### src/rtl/fir_decimator.sv
// Keeps one in every N FIR output samples and buffers them in a show-ahead FIFO.
// Optional FIR_DECIMATOR_DROP_CNT_EN adds a saturating drop_count output.
module fir_decimator #(
    parameter int unsigned FIFO_DEPTH = 16
) (
    input  logic                          clk,
    input  logic                          rst,
    input  logic [7:0]                    decim_factor,
    input  logic                          single_valid_in,
    input  logic [15:0]                   data_in,
    output logic                          m_valid,
    output logic [15:0]                   m_data,
    input  logic                          m_ready,
    output logic [$clog2(FIFO_DEPTH):0]   fifo_count,
`ifdef FIR_DECIMATOR_DROP_CNT_EN
    output logic [15:0]                   drop_count,
`endif
    output logic                          overflow
);

    localparam int unsigned AW = $clog2(FIFO_DEPTH);

    logic [7:0]    phase_q, phase_d;
    logic [7:0]    n_eff_q, n_eff_d;
    logic [7:0]    n_req;
    logic [AW:0]   wptr_q, rptr_q;
    logic [15:0]   mem [FIFO_DEPTH];
    logic          overflow_q;
    logic          keep, full, empty, push, pop, drop;

    assign n_req = (decim_factor == 8'd0) ? 8'd1 : decim_factor;
    assign keep  = single_valid_in && (phase_q == 8'd0);

    // The factor is only re-sampled at a wrap so a period never gets cut short.
    always_comb begin
        phase_d = phase_q;
        n_eff_d = n_eff_q;
        if (single_valid_in) begin
            if (phase_q == n_eff_q - 8'd1) begin
                phase_d = 8'd0;
                n_eff_d = n_req;
            end else begin
                phase_d = phase_q + 8'd1;
            end
        end
    end

    always_ff @(posedge clk) begin
        if (rst) begin
            phase_q <= 8'd0;
            n_eff_q <= n_req;
        end else begin
            phase_q <= phase_d;
            n_eff_q <= n_eff_d;
        end
    end

    assign empty = (wptr_q == rptr_q);
    assign full  = (wptr_q[AW-1:0] == rptr_q[AW-1:0]) && (wptr_q[AW] != rptr_q[AW]);
    assign pop   = m_valid && m_ready;
    assign push  = keep && (!full || pop);
    assign drop  = keep && full && !pop;

    always_ff @(posedge clk) begin
        if (rst) begin
            wptr_q     <= '0;
            rptr_q     <= '0;
            overflow_q <= 1'b0;
        end else begin
            if (push) wptr_q <= wptr_q + 1'b1;
            if (pop)  rptr_q <= rptr_q + 1'b1;
            overflow_q <= drop;
        end
    end

    always_ff @(posedge clk) begin
        if (push) mem[wptr_q[AW-1:0]] <= data_in;
    end

    assign m_valid    = !empty;
    // Gate the head so unwritten storage never leaks X onto m_data.
    assign m_data     = m_valid ? mem[rptr_q[AW-1:0]] : 16'd0;
    assign fifo_count = wptr_q - rptr_q;
    assign overflow   = overflow_q;

`ifdef FIR_DECIMATOR_DROP_CNT_EN
    logic [15:0] drop_count_q;

    always_ff @(posedge clk) begin
        if (rst) begin
            drop_count_q <= 16'd0;
        end else if (drop && (drop_count_q != 16'hFFFF)) begin
            drop_count_q <= drop_count_q + 16'd1;
        end
    end

    assign drop_count = drop_count_q;
`endif

endmodule

### config.mk
export PLATFORM = sky130hd
export DESIGN_NAME = fir_decimator
export DESIGN_NICKNAME = d
export VERILOG_FILES = /design/src/rtl/fir_decimator.sv
export SDC_FILE = /design/constraint.sdc
export NUM_CORES = 1
export LEC_CHECK = 0
export CAP_MARGIN = 20
export CELL_PAD_IN_SITES_DETAIL_PLACEMENT = 0
export CELL_PAD_IN_SITES_GLOBAL_PLACEMENT = 1
export CORE_UTILIZATION = 53
export CTS_CLUSTER_DIAMETER = 40
export DETAILED_ROUTE_END_ITERATION = 7
export GPL_ROUTABILITY_DRIVEN = 0
export GPL_TIMING_DRIVEN = 0
export PLACE_DENSITY = 0.76
export RECOVER_POWER = 50
export SLEW_MARGIN = 20
export SYNTH_ARGS = -nofsm -noshare
export SYNTH_HDL_FRONTEND = slang
export SYNTH_SLANG_ARGS = --single-unit
### constraint.sdc
create_clock -name clk -period 3.8 [get_ports clk]
set_input_delay 0.57 -clock clk [delete_from_list [all_inputs] [get_ports clk]]
set_output_delay 0.57 -clock clk [all_outputs]
set_load 0.01 [all_outputs]
# [After elaboration in Yosys (flattened, before gate mapping)]
# Memories as Yosys holds them, arrays and structs flattened. A register that Yosys moved wholly into a read port is not among the register bits.
# Index checks and enable logic that the tools add are counted.
[word_totals] mem_count=1 in_bits=28 mem_bits_rw=256 regBits=27
[classes] n_reduce_logical=15 n_eq_ne=4 mux=10 n_addsub=5
[memory_table] name="mem" words=16 width=16 rd=1 rd_clocked_by_memory_dff=1 wr=1 line="27" source="logic [15:0] mem [FIFO_DEPTH];"
[op_table] op="$mux W8" n=5
[op_table] op="$logic_not A8 Y1" n=2
[op_table] op="$mux W16" n=1
[op_table] op="$add A5 B1 Y5 const B" n=2
[op_table] op="$add A8 B1 Y8 const B" n=1
[op_table] op="$eq A8 B8 Y1" n=1
[op_table] op="$mux W4" n=2
[op_table] op="$sub A8 B1 Y8 const B" n=1
[op_table] op="$logic_and A1 B1 Y1" n=6
[op_table] op="$eq A5 B5 Y1" n=1
[op_table] op="$sub A5 B5 Y5" n=1
[op_table] op="$eq A4 B4 Y1" n=1
[op_table] op="$reduce_bool A2 Y1" n=2
[op_table] op="$logic_not A1 Y1" n=3
[op_table] op="$mux W1" n=2
[op_table] op="$reduce_and A2 Y1" n=1
[op_table] op="$logic_or A1 B1 Y1" n=1
[op_table] op="$ne A1 B1 Y1" n=1

# [Logic depth before layout (Yosys ltp)]
[logic_depth] ltp_word=7 ltp_mapped=8 mapped_depth_nobuf=7

# [Worst setup path before layout]
# Ideal clock, no wire load.
[synth_path] path_type="flip-flop to flip-flop" startpoint="register phase_q[0]" endpoint="memory mem[3][0] (enable)" arrival_ns=2.476 slack_ns=0.914 period_less_slack_ns=2.886 stages_incl_launch_ff=8 setup_time_ns=0.409 cell_sequence="dfxtp_1 -> inv_1 -> ha_1 -> nor4bb_1 -> o311a_1 -> buf_4 -> nand2_1 -> nor3_1"
[synth_between] elab_chain_cells=5
[synth_rtl] item="start, declared" line="23" source="logic [7:0] phase_q, phase_d;"
[synth_rtl] item="start signal, assigned" line="53" source="phase_q <= phase_d;"
[synth_rtl] item="$logic_not A8 Y1" line="32" source="assign keep = single_valid_in && (phase_q == 8'd0);"
[synth_rtl] item="$logic_and A1 B1 Y1" line="32"
[synth_rtl] item="$logic_and A1 B1 Y1" line="61" source="assign push = keep && (!full || pop);"
[synth_rtl] item="$mux W1" line="77" source="if (push) mem[wptr_q[AW-1:0]] <= data_in;"
[synth_rtl] item="$mux W1 (not written as such)" line="77"
[synth_rtl] item="end, declared" line="27"
# Every way passes these cells.

==> key figures <==
Detailed routing
  – Initial DRC Count: 465
  – Vias per cell: 5.84
  – Drt total wl: 22.9 mm
  – First drt pass iteration count: 5
  – Avg WL per Cell: 23.3 µm
  – Residual DRC: 0
  – Via Count: 5729
  – DRT antenna net count: 0

Clock tree
  – Reg clk slew, reported paths: 0.05 ns
  – Clock Tree Buf Depth: 3
  – Clock root cell: clkbuf_16
  – # clock sinks: 287
  – CTS H-Tree Depth: 2
  – Worst-skew pair later-pin latency: 0.52 ns
  – Postcts setup bufs: 0
  – TritonCTS clock tree: built
  – CTS buffer count: 37

Layout
  – Multi-input logic area: 0.00297 mm²
  – Area grow syn2layout: 19.3%
  – Reg area: 0.00839 mm²
  – Ant diodes: 0
  – Final core utilization: 65.1%
  – Final nets: 720
  – Fraction of final layout cells sized beyond drive strength 1: 26.3%
  – Fillers: 1395

STA
  – Max-slew headroom: 43.7%
  – Final setup vio count: 0
  – Maximum clock rate: 0.274 GHz
  – Final Skew: 0.0141 ns
  – Max Slew Vio Count: 0
  – Final Hold Fails: 0
  – Worst hold margin: 0.509 ns
  – Min Tclk post-route: 3.65 ns
  – Final period util: 96.0%
  – Worst Tran Pin Value: 0.844 ns
  – PnR worst setup slack: 0.151 ns
  – Unrepaired setup endpoints after global routing: false

Critical path
  – Critical Path AT: 3.08 ns
  – FF-to-FF Start: phase_q[0]
  – Kind of critical path: reg -> out
  – R2R depth: 8
  – Type of origin of the critical path: flip-flop
  – Maximum fanout along the worst path: 10
  – R2r endpoint: mem[11][10]
  – Worst reg2reg setup slack: 0.87 ns
  – CP required: 3.23 ns
  – CP endpoint kind: primary output

Floorplan
  – Number of placement rows: 53
  – Die Area: 0.0224 mm²
  – Ports: 51
  – Core area: 0.0212 mm²
  – Initial core utilization: 54.6%
  – DIE HEIGHT: 150 µm
  – Die width: 150 µm

Power
  – Leakage power: 4.42 nW
  – Maximum vdd drop: 0.319 mV
  – Power Dens Cells: 579 mW/mm²
  – Total power: 7.97 mW

GRT
  – Vias in the first global route: 5995
  – Largest net degree at the start of global routing: 17
  – All-Layer GR Usage: 21.8%
  – Grt ovf: 0
  – Initial antenna violation count: 0
  – First-pass GRT wire length: 35.1 mm

Yosys
  – Cell taking the most area after synthesis: edfxtp_1
  – Yosys cell types: 44
  – Seq/Total Area, Yosys: 72.7%
  – Syn Nets: 617
  – #FFs+latches synth: 287
  – Average instance area after synthesis: 20.0 µm²
  – Mapped cell area: 0.0115 mm²
  – Area contributors post-synth: edfxtp_1 (69%), mux4_2 (15%), dfxtp_1 (4.0%), ha_1 (1.3%), xnor2_1 (0.91%)
  – YS warnings: 0
  – Synth Instances: 576
  – Share of the synthesized area in the top cell type: 68.7%

Hold path
  – Worst Hold End: wptr_q[4]
  – Min-delay src: wptr_q[4]
  – Hold path cells: 2
  – Hold Path Class: reg -> reg

Status
  – Status: complete, no violations

Placed design
  – DP HPWL: 15.1 mm
  – Place WS: 0.145 ns
  – Number of buffers added on ports: 50

Run
  – Max Cap Viol: 0
[cell families (layout without fill, tap and decap cells)]
logic type                 Yosys count  count (layout)  share of synthesized area, %
DFF                                287             287                          72.7
xor gates and xnor gates            24              24                          1.82
AOI/OAI and AO/OA                   31              31                          1.81
and+or+nand+nor                     94              94                          4.51
buffers and inverters               47             177                          2.04
muxes                               80              80                          15.7
adders and majority gates           13              13                          1.47
[power breakdown]
| group | switching (mW) | total [mW] | internal, mW |
|---|---|---|---|
| clock network | 1.29 | 3.25 | 1.96 |
| logic | 0.545 | 1.19 | 0.643 |
| registers | 0.0309 | 3.53 | 3.50 |
[per-layer routing]
| metal | share of wire (%) | vias to the layer above | global-route usage, % |
|---|---|---|---|
| met1 | 41 | 2982 | 28.4 |
| met3 | 4.9 | 39 | 4.18 |
| li1 | - | 2548 | - |
| met2 | 52 | 160 | 37.8 |
| met5 | 0 | - | 0 |
| met4 | 1.9 | 0 | 5.71 |
[through the flow]
stage                     area (µm²)  TNS (ns)  instances
final                          13800         0        981
after global routing           13800         0        981
after CTS                      13800         0        982
after detailed placement       12600         0        917
after global placement         12400    -57.40        901
after floorplan                11500         0        576
[critical path, cell delays in order, from the launching register on]
cell	delay, ns
dfxtp_1	0.30
buf_1	0.46
clkbuf_1	0.70
mux4_2	0.41
and2_1	0.20
clkdlybuf4s50_1	0.48
[state kept, by name, summed over array words and instances (netlist names), named ones only]
register	cells
n_eff_q	8
rptr_q	5
phase_q	8
wptr_q	5
overflow	1
mem	256
[how the worst max path moves through the flow]
stage / end / slack [ns] / depth (start not counted)
global placement: mem[3][8] / -0.84 / 6
global route: m_data[14] / 0.04 / 5
detailed placement: m_data[13] / 0.14 / 6
CTS: m_data[14] / 0.0005 / 5
floorplan: mem[3][0] / 0.91 / 7
finish: m_data[14] / 0.15 / 5
[placed cells by master (no fill, tap or decap), drive strengths merged, types with 2 or more instances in the layout]
cell type,synthesis,layout
a211oi,5,5
a21o,4,4
a21oi,11,11
and2,16,16
and3,2,2
and3b,2,2
and4,3,3
buf,16,31
clkbuf,17,60
clkdlybuf4s50,0,26
clkinv,0,12
clkinvlp,0,4
dfxtp,23,23
dlygate4sd3,0,24
edfxtp,264,264
ha,12,12
inv,14,19
mux4,80,80
nand2,11,11
nand2b,7,7
nand4,9,9
nor2,24,24
nor2b,2,2
nor3,8,8
nor3b,2,2
nor4,2,2
o21ai,2,2
o311ai,2,2
or3,2,2
xnor2,12,12
xor2,12,12
[synthesized netlist by cell type (all sizes together)]
cell type / count
inv: 14
nor2: 24
nand2: 11
a221o: 1
o22ai: 1
mux4: 80
nand2b: 7
and4: 3
and3: 2
nor2b: 2
nand4: 9
o32ai: 1
dfxtp: 23
or2: 1
o21ai: 2
a211oi: 5
edfxtp: 264
xnor2: 12
a21boi: 1
o311a: 1
buf: 16
a211o: 1
nor3b: 2
o311ai: 2
clkbuf: 17
and2: 16
and3b: 2
nand3b: 1
nor4bb: 1
o211ai: 1
xor2: 12
or3: 2
a21o: 4
nor4: 2
a21oi: 11
nor3: 8
ha: 12
fa: 1
nand3: 1
[cell type report]
cell class,instances,share of cell area [%]
clock inverters,22,1.24
inverters,14,0.382
flip-flops and latches,287,60.9
clock buffers,44,7.23
plain buffers,31,1.31
repair buffers,66,4.84
well taps,275,2.50
multi-input cells,242,21.6
[what timing repair did]
action	CTS	global route
gates resized for setup	7	2
setup endpoints to repair	16	10
hold buffers	0	0
hold endpoints to repair	0	0
Note: power is estimated with default switching activity, not from simulation.
